File: src/rtl/fifo_pkg.sv
// Shared helpers for the asynchronous FIFO pointer controllers.
// Gray/binary conversions work on zero-extended values, so callers of any
// pointer width up to 32 bits cast their operand in and truncate the result.
package fifo_pkg;

    localparam int FUNC_W = 32;

    // Pointer width for a given depth: one address bit more than the memory
    // index, so that full and empty can be told apart.
    function automatic int ptr_width(input int depth);
        return $clog2(depth) + 1;
    endfunction

    function automatic logic [FUNC_W-1:0] bin2gray(input logic [FUNC_W-1:0] b);
        return b ^ (b >> 1);
    endfunction

    function automatic logic [FUNC_W-1:0] gray2bin(input logic [FUNC_W-1:0] g);
        logic [FUNC_W-1:0] b;
        b[FUNC_W-1] = g[FUNC_W-1];
        for (int i = FUNC_W - 2; i >= 0; i--) begin
            b[i] = b[i+1] ^ g[i];
        end
        return b;
    endfunction

endpackage

File: src/rtl/gray2bin_conv.sv
// Combinational Gray-to-binary converter: each binary bit is the XOR of all
// Gray bits at or above it. Shared with the read-side controller.
module gray2bin_conv #(
    parameter int W = 4
) (
    input  logic [W-1:0] i_gray,
    output logic [W-1:0] o_bin
);

    for (genvar i = 0; i < W; i++) begin : g_bit
        assign o_bin[i] = ^i_gray[W-1:i];
    end

endmodule

File: src/rtl/async_fifo_wr_ctrl.sv
// Write-side pointer and flag controller of the asynchronous FIFO.
// Gates producer writes, keeps binary and Gray write pointers, and derives
// full / almost_full / level / overflow from the synchronized read pointer.
module async_fifo_wr_ctrl
    import fifo_pkg::*;
#(
    parameter int FIFO_DEPTH   = 8,
    parameter int ADDR_WIDTH   = $clog2(FIFO_DEPTH),
    parameter int AFULL_THRESH = FIFO_DEPTH - 2
) (
    input  logic                  clk,
    input  logic                  rst_n,
    input  logic                  w_inc,
    input  logic [ADDR_WIDTH:0]   rd_ptr_gray_sync,
    input  logic                  ovf_clr,
    output logic                  w_en,
    output logic [ADDR_WIDTH-1:0] w_addr,
    output logic [ADDR_WIDTH:0]   wr_ptr_gray,
    output logic                  full,
    output logic                  almost_full,
    output logic [ADDR_WIDTH:0]   w_level,
    output logic                  overflow
);

    localparam int A  = ADDR_WIDTH;
    localparam int PW = ptr_width(FIFO_DEPTH);

    logic [PW-1:0] r_wr_bin;
    logic [PW-1:0] r_wr_gray;
    logic          r_full;
    logic          r_afull;
    logic [PW-1:0] r_level;
    logic          r_ovf;

    logic [PW-1:0] w_bin_next;
    logic [PW-1:0] w_gray_next;
    logic [PW-1:0] w_rd_bin;
    logic [PW-1:0] w_full_ptr;
    logic [PW-1:0] w_level_next;
    logic          w_full_next;

    gray2bin_conv #(.W(PW)) u_rd_g2b (
        .i_gray (rd_ptr_gray_sync),
        .o_bin  (w_rd_bin)
    );

    // A write is accepted only while the registered full flag is low.
    assign w_en        = w_inc & ~r_full;
    assign w_bin_next  = r_wr_bin + {{A{1'b0}}, w_en};
    assign w_gray_next = PW'(bin2gray(FUNC_W'(w_bin_next)));

    // Full when the write pointer is exactly one lap ahead: top two Gray bits
    // inverted, remaining bits equal.
    assign w_full_ptr   = {~rd_ptr_gray_sync[A:A-1], rd_ptr_gray_sync[A-2:0]};
    assign w_full_next  = (w_gray_next == w_full_ptr);
    assign w_level_next = w_bin_next - w_rd_bin;

    // Write pointers advance on every accepted write and wrap naturally.
    always_ff @(posedge clk or negedge rst_n) begin
        if (!rst_n) begin
            r_wr_bin  <= '0;
            r_wr_gray <= '0;
        end else begin
            r_wr_bin  <= w_bin_next;
            r_wr_gray <= w_gray_next;
        end
    end

    // Status flags use the next pointer so full rises right after the filling write.
    always_ff @(posedge clk or negedge rst_n) begin
        if (!rst_n) begin
            r_full  <= 1'b0;
            r_afull <= 1'b0;
            r_level <= '0;
            r_ovf   <= 1'b0;
        end else begin
            r_full  <= w_full_next;
            r_afull <= (w_level_next >= PW'(AFULL_THRESH));
            r_level <= w_level_next;
            // A dropped write sets the flag; setting takes priority over clearing.
            r_ovf   <= (w_inc & r_full) | (r_ovf & ~ovf_clr);
        end
    end

    assign w_addr      = r_wr_bin[A-1:0];
    assign wr_ptr_gray = r_wr_gray;
    assign full        = r_full;
    assign almost_full = r_afull;
    assign w_level     = r_level;
    assign overflow    = r_ovf;

    // The exported Gray pointer may only ever move by a single bit.
    a_gray_one_bit: assert property (@(posedge clk) disable iff (!rst_n)
        (r_wr_gray != $past(r_wr_gray)) |-> $onehot(r_wr_gray ^ $past(r_wr_gray)));

endmodule

File: config.mk
export PLATFORM = sky130hd
export DESIGN_NAME = async_fifo_wr_ctrl
export DESIGN_NICKNAME = d
export VERILOG_FILES = /design/src/rtl/fifo_pkg.sv /design/src/rtl/gray2bin_conv.sv /design/src/rtl/async_fifo_wr_ctrl.sv
export SDC_FILE = /design/constraint.sdc
export NUM_CORES = 1
export LEC_CHECK = 0
export CAP_MARGIN = 20
export CORE_AREA = 8 8 50 52
export DETAILED_ROUTE_END_ITERATION = 12
export DIE_AREA = 0 0 58 60
export GPL_TIMING_DRIVEN = 0
export HOLD_SLACK_MARGIN = 0.06
export PLACE_DENSITY = 0.83
export SYNTH_ARGS = -nofsm -noshare
export SYNTH_HDL_FRONTEND = slang
export SYNTH_SLANG_ARGS = --single-unit
File: constraint.sdc
create_clock -name clk -period 2.8 [get_ports clk]
set_input_delay 0.42 -clock clk [delete_from_list [all_inputs] [get_ports clk]]
set_output_delay 0.42 -clock clk [all_outputs]
set_load 0.005 [all_outputs]
======== Word level (Yosys, flattened, before mapping) ========
Cells that the tools add are included.
storage, ports and cells
  register bits after elaboration ......... 15
  bits of input ports ..................... 8
  word-level logic and storage cells ...... 21
cells by class
  $add $sub $neg .......................... 2
  order comparisons ....................... 1
  equal/unequal tests ..................... 1
  bitwise operators ....................... 8
  reduce and logical (&&, ||, !) cells .... 3
operators by type and width
  operator            number
  $add 4x1->4         1
  $eq 4x4->1          1
  $ge 4x3->1 const B  1
  $reduce_xor 4->1    1
  $sub 4x4->4         1
  $xor 4x3->4         1
  $and 1x1->1         3
  $reduce_xor 3->1    1
  $not 1->1           2
  $not 2->2           1
  $reduce_xor 2->1    1
  $or 1x1->1          1

======== Depth between registers and ports, before layout ========
  word-level depth ........................ 5
  mapped depth ............................ 8

======== Modules after synthesis ========
A second synthesis with hierarchy kept.
second synthesis, totals
  cell total of the unflattened synthesis .. 63
  area, all modules ....................... 790.8 µm²
modules (own cells, without submodules)
  module              times used  cells each  area an instance (µm²)  seq. area each (µm²)
  async_fifo_wr_ctrl  1           58          740.7                   350.3
  gray2bin_conv       1           5           50.0                    0.0

======== Worst setup path before layout ========
No wires, ideal clock.
  path kind ............................... input -> register
  from .................................... in w_inc
  to ...................................... reg r_afull (netlist: almost_full)
  arrival time ............................ 2.057 ns
  data required time ...................... 2.668 ns
  setup slack ............................. 0.611 ns
  stages on the path ...................... 8
  path buffers ............................ 0
  cells stage by stage .................... nor2b_1 ha_1 ha_1 inv_1 fa_1 inv_1 a22oi_1 o211ai_1
between the ends
  cells in the longest elaborated chain, start to end .. 4
ends and longest elaborated chain
  what                       line                      text
  from (decl)                async_fifo_wr_ctrl.sv:13  input logic w_inc,
  $and 1x1->1                async_fifo_wr_ctrl.sv:48  assign w_en = w_inc & ~r_full;
  $add 4x1->4                async_fifo_wr_ctrl.sv:49  assign w_bin_next = r_wr_bin + {{A{1'b0}}, w_en};
  named net w_bin_next[1]    async_fifo_wr_ctrl.sv:35  logic [PW-1:0] w_bin_next;
  $sub 4x4->4                async_fifo_wr_ctrl.sv:56  assign w_level_next = w_bin_next - w_rd_bin;
  named net w_level_next[1]  async_fifo_wr_ctrl.sv:39  logic [PW-1:0] w_level_next;
  $ge 4x3->1                 async_fifo_wr_ctrl.sv:78  r_afull <= (w_level_next >= PW'(AFULL_THRESH));
  to (signal assigned)       async_fifo_wr_ctrl.sv:78
  to (decl)                  async_fifo_wr_ctrl.sv:31  logic r_afull;
The timed path passes the listed nets, and every way through them passes these cells.

======== Worst setup path after layout ========
  from .................................... in rd_ptr_gray_sync[3]
  to ...................................... reg r_afull (netlist: almost_full)
between the ends
  cells in the longest elaborated chain, start to end .. 3
ends and longest elaborated chain
  what                                                         line                      text
  from (decl)                                                  async_fifo_wr_ctrl.sv:14  input logic [ADDR_WIDTH:0] rd_ptr_gray_sync,
  $reduce_xor 4->1 / $reduce_xor 3->1 (equally long branches)  gray2bin_conv.sv:11       assign o_bin[i] = ^i_gray[W-1:i];
  $sub 4x4->4 *                                                async_fifo_wr_ctrl.sv:56
  named net w_level_next[1]                                    async_fifo_wr_ctrl.sv:39
  $ge 4x3->1 *                                                 async_fifo_wr_ctrl.sv:78
Mark *: on every way through the listed nets, which the timed path passes. The rest lies on a longest branch.

==> impl_metrics.xml <==
<?xml version="1.0" encoding="UTF-8"?>
<metrics>
  <group name="synth">
    <metric name="synthDominantCellAreaShare" unit="%">49.6</metric>
    <metric name="yosys.area.top_type" unit="">sky130_fd_sc_hd__dfrtp_1</metric>
    <metric name="synthesized_area_per_cell" unit="um^2">12.0</metric>
    <metric name="synth.yosys.warnings" unit="">0</metric>
    <metric name="synthesis.nets" unit="">73</metric>
    <metric name="syn_area" unit="um^2">706</metric>
    <metric name="post_synth_num_cell_types" unit="">20</metric>
    <metric name="synth-seq-cells" unit="">14</metric>
    <metric name="yosysSeqAreaShare" unit="%">49.6</metric>
    <metric name="synth.top_cells.by_area" unit="">sky130_fd_sc_hd__dfrtp_1 (50%), sky130_fd_sc_hd__xnor2_1 (9.9%), sky130_fd_sc_hd__ha_1 (8.9%), sky130_fd_sc_hd__xor2_1 (8.7%), sky130_fd_sc_hd__inv_1 (4.3%)</metric>
    <metric name="synthCells" unit="">59</metric>
  </group>
  <group name="worst_hold_path">
    <metric name="hp-class" unit="">input pin to async pin</metric>
  </group>
  <group name="worst_setup_path">
    <metric name="worst-endpoint-arrival" unit="ns">2.69</metric>
    <metric name="crit_chain" unit="">clkdlybuf4s50_1 &gt; xnor2_1 &gt; xor2_1 &gt; xnor2_1 &gt; ha_1 &gt; fa_1 &gt; inv_1 &gt; a22oi_1 &gt; o211ai_1</metric>
    <metric name="most_numerous_cell_on_the_critical_path" unit="">sky130_fd_sc_hd__xnor2_1</metric>
    <metric name="worst_path_max_delay_cell" unit="">sky130_fd_sc_hd__fa_1</metric>
    <metric name="setup.worst_path.end_class" unit="">flop</metric>
    <metric name="worstPathRequired" unit="ns">2.96</metric>
    <metric name="criticalPathCategory" unit="">input pin to flop</metric>
    <metric name="crit_path_max_fanout" unit="">3</metric>
    <metric name="crit_path_start_kind" unit="">input pin</metric>
    <metric name="timing.critical_path.slowest_cell_delay" unit="ns">0.51</metric>
  </group>
  <group name="grt">
    <metric name="via_count_of_the_first_global_routing_pass" unit="">530</metric>
    <metric name="grt_use_total" unit="%">9.53</metric>
    <metric name="busiest_layer" unit="">met2</metric>
    <metric name="globalRouteMet1Util" unit="%">9.77</metric>
    <metric name="overall_overflow_remaining_after_global_route" unit="">0</metric>
    <metric name="grt_max_degree" unit="">15</metric>
    <metric name="antenna_violations_before_repair" unit="">0</metric>
    <metric name="grt_util_met3" unit="%">3.44</metric>
    <metric name="global_route_wire_length_before_repair" unit="um">2430</metric>
    <metric name="use_met2" unit="%">15.1</metric>
  </group>
  <group name="clocking">
    <metric name="root_buffer" unit="">sky130_fd_sc_hd__clkbuf_4</metric>
    <metric name="cts_hold_buf" unit="">0</metric>
    <metric name="clk_pin_slew" unit="ns">0.09</metric>
    <metric name="post_cts.repair.setup_buffers" unit="">0</metric>
    <metric name="htreeDepth" unit="">1</metric>
    <metric name="sinks_on_the_clock_net" unit="">14</metric>
    <metric name="cts_tree" unit="">yes</metric>
    <metric name="insertion_delay" unit="ns">0.28</metric>
    <metric name="numCtsBuffers" unit="">3</metric>
    <metric name="cts-resized-gates" unit="">0</metric>
    <metric name="clock_tree.buffer_depth" unit="">2</metric>
  </group>
  <group name="power_and_ir_drop">
    <metric name="pwr_density_cell" unit="mW/mm^2">1380</metric>
    <metric name="power.share.sequential" unit="%">27.5</metric>
    <metric name="power.clock.fraction" unit="%">10.7</metric>
    <metric name="cellLeakagePower" unit="nW">0.457</metric>
    <metric name="combPwrFrac" unit="%">61.8</metric>
    <metric name="p_int" unit="mW">0.845</metric>
    <metric name="power" unit="mW">1.36</metric>
    <metric name="p_switching" unit="mW">0.513</metric>
    <metric name="power.share.switching" unit="%">37.8</metric>
    <metric name="worst_ir_drop_vdd" unit="uV">551</metric>
  </group>
  <group name="floorplan">
    <metric name="fp.dieW" unit="um">58</metric>
    <metric name="top_level_ports" unit="">23</metric>
    <metric name="floorplan.initialDensity" unit="%">39.2</metric>
    <metric name="core_area" unit="mm^2">0.00180</metric>
    <metric name="fp.dieArea" unit="mm^2">0.00348</metric>
    <metric name="rows" unit="">16</metric>
    <metric name="die_y" unit="um">60</metric>
  </group>
  <group name="timing">
    <metric name="final_hold_viol_count" unit="">0</metric>
    <metric name="worst_slew_pin_slew" unit="ns">0.626</metric>
    <metric name="grt_setup_unrepaired" unit="">no</metric>
    <metric name="finClkSkew" unit="ns">0.00735</metric>
    <metric name="period_minus_slack" unit="ns">2.53</metric>
    <metric name="finalSetupViolCount" unit="">0</metric>
    <metric name="timing.slew.headroom" unit="%">58.2</metric>
    <metric name="final-max-slew-violation-count" unit="">0</metric>
    <metric name="worst_slack" unit="ns">0.273</metric>
    <metric name="min_period_over_period" unit="%">90.3</metric>
    <metric name="timing.fmax" unit="GHz">0.396</metric>
  </group>
  <group name="detailed_routing">
    <metric name="drt.antenna.violating_nets" unit="">0</metric>
    <metric name="route.vias.total" unit="">502</metric>
    <metric name="drt-pass1-iter-count" unit="">4</metric>
    <metric name="drc" unit="">0</metric>
    <metric name="post_drt_wl_per_cell" unit="um">14.4</metric>
    <metric name="routed_via_density" unit="">4.87</metric>
    <metric name="totalWireLength" unit="um">1480</metric>
    <metric name="drt-initial-drc-count" unit="">3</metric>
  </group>
  <group name="placed_design">
    <metric name="post-dp-hpwl" unit="um">1200</metric>
    <metric name="place_worst_setup_slack" unit="ns">-0.0288</metric>
    <metric name="routability_congestion_estimate_from_global_placement" unit="">0.833</metric>
    <metric name="place.port_buffers" unit="">22</metric>
    <metric name="numPlacedInstances" unit="">99</metric>
  </group>
  <group name="finish">
    <metric name="area.growth.synth_to_final" unit="%">39.5</metric>
    <metric name="antenna-diode-count" unit="">0</metric>
    <metric name="nFillCells" unit="">158</metric>
    <metric name="multi_input_area" unit="um^2">325</metric>
    <metric name="final_net_count" unit="">100</metric>
    <metric name="proportion_of_layout_cells_with_a_drive_suffix_above_1" unit="%">5.88</metric>
    <metric name="sequential_cell_area" unit="um^2">350</metric>
    <metric name="utilization_after_layout" unit="%">54.7</metric>
    <metric name="final_cell_count_no_fill" unit="">103</metric>
  </group>
  <group name="flow_run">
    <metric name="cap_viol_max_count" unit="">0</metric>
  </group>
  <group name="status">
    <metric name="status" unit="">completed</metric>
  </group>
</metrics>
-- worst max-delay path, delay by kind of cell --
| kind | cells | cell delay [ns] |
|---|---|---|
| buf+inv | 2 | 0.52 |
| fa+ha+maj | 2 | 0.73 |
| compound gates | 2 | 0.29 |
| xor+xnor | 3 | 0.73 |
-- layout make-up --
cell class / count / share of cell area, %
clock buffer: 4 / 3.68
inverter: 8 / 3.05
multi-input combinational: 37 / 33.0
sequential: 14 / 35.6
tap: 18 / 2.29
timing repair buffer: 22 / 22.4
-- metrics by stage --
step	instance area (um^2)	TNS, ns	hold WS, ns
final	985	0	0.519
after detailed placement	948	-0.0288	0.513
after global placement	948	0	0.500
after CTS	985	0	0.533
after global routing	985	0	0.570
after floorplan	706	0	0.124
-- kinds of logic (layout without fill, tap and decap cells) --
group	after synthesis	count (layout)	share of synthesized area, %
simple gates	6	6	4.43
fa+ha+maj	6	6	11.7
xor+xnor	16	16	20.9
compound gates	9	9	9.04
buf+inv	8	34	4.26
flops	14	14	49.6
-- final timing paths --
check,start,slack (ns),endpoint,depth (start not counted)
worst min-delay path,rst_n,0.52,almost_full,1
worst max register to register,full,0.55,almost_full,8
max in group asynchronous,rst_n,1.87,w_level[2],1
worst min register to register,full,0.53,overflow,2
min in group clk,full,0.53,overflow,2
worst max-delay path,rd_ptr_gray_sync[3],0.27,almost_full,9
-- cells in the final DEF (no fill, tap or decap) --
cell type and count:
sky130_fd_sc_hd__a21boi_0 1, sky130_fd_sc_hd__a211o_1 1, sky130_fd_sc_hd__xor2_1 7, sky130_fd_sc_hd__ha_1 5, sky130_fd_sc_hd__dfrtp_1 14, sky130_fd_sc_hd__a21o_1 1, sky130_fd_sc_hd__nor3_1 2, sky130_fd_sc_hd__inv_1 8
sky130_fd_sc_hd__nand2_1 1, sky130_fd_sc_hd__o211ai_1 1, sky130_fd_sc_hd__o211a_1 1, sky130_fd_sc_hd__fa_1 1, sky130_fd_sc_hd__clkdlybuf4s50_1 22, sky130_fd_sc_hd__xor2_2 1, sky130_fd_sc_hd__a21oi_1 2, sky130_fd_sc_hd__nand3_1 1
sky130_fd_sc_hd__nor2b_1 1, sky130_fd_sc_hd__xnor2_1 8, sky130_fd_sc_hd__clkbuf_4 3, sky130_fd_sc_hd__a22oi_1 1, sky130_fd_sc_hd__and3_1 1, sky130_fd_sc_hd__clkbuf_8 1, sky130_fd_sc_hd__o21ai_0 1
-- power groups by stage --
| stage | clock [mW] | combinational, mW | sequential [mW] |
|---|---|---|---|
| floorplan | 0 | 0.498 | 0.387 |
| global placement | 0 | 0.809 | 0.373 |
| detailed placement | 0 | 0.850 | 0.379 |
| CTS | 0.148 | 0.853 | 0.375 |
| global route | 0.159 | 0.935 | 0.384 |
| finish | 0.145 | 0.840 | 0.373 |
-- synthesized netlist by cell type --
library cell               count
sky130_fd_sc_hd__nand3_1       1
sky130_fd_sc_hd__a21boi_0      1
sky130_fd_sc_hd__o211a_1       1
sky130_fd_sc_hd__nor3_1        2
sky130_fd_sc_hd__a21o_1        1
sky130_fd_sc_hd__fa_1          1
sky130_fd_sc_hd__dfrtp_1      14
sky130_fd_sc_hd__o211ai_1      1
sky130_fd_sc_hd__a211o_1       1
sky130_fd_sc_hd__o21ai_0       1
sky130_fd_sc_hd__xor2_2        1
sky130_fd_sc_hd__ha_1          5
sky130_fd_sc_hd__nand2_1       1
sky130_fd_sc_hd__nor2b_1       1
sky130_fd_sc_hd__xor2_1        7
sky130_fd_sc_hd__inv_1         8
sky130_fd_sc_hd__a22oi_1       1
sky130_fd_sc_hd__a21oi_1       2
sky130_fd_sc_hd__xnor2_1       8
sky130_fd_sc_hd__and3_1        1
-- metal layers --
layer | wire length, um | vias to the layer above | part of all wire [%]
li1 | - | 244 | -
met3 | 126 | 4 | 8.5
met4 | 48 | 0 | 3.2
met1 | 622 | 232 | 42
met2 | 686 | 22 | 46
met5 | 0 | - | 0
-- registers in the layout, summed over array words and instances, names as in the netlist --
name         count
overflow         1
r_wr_bin         4
wr_ptr_gray      3
w_level          4
full             1
almost_full      1
Power figures use the tool's default switching activity.
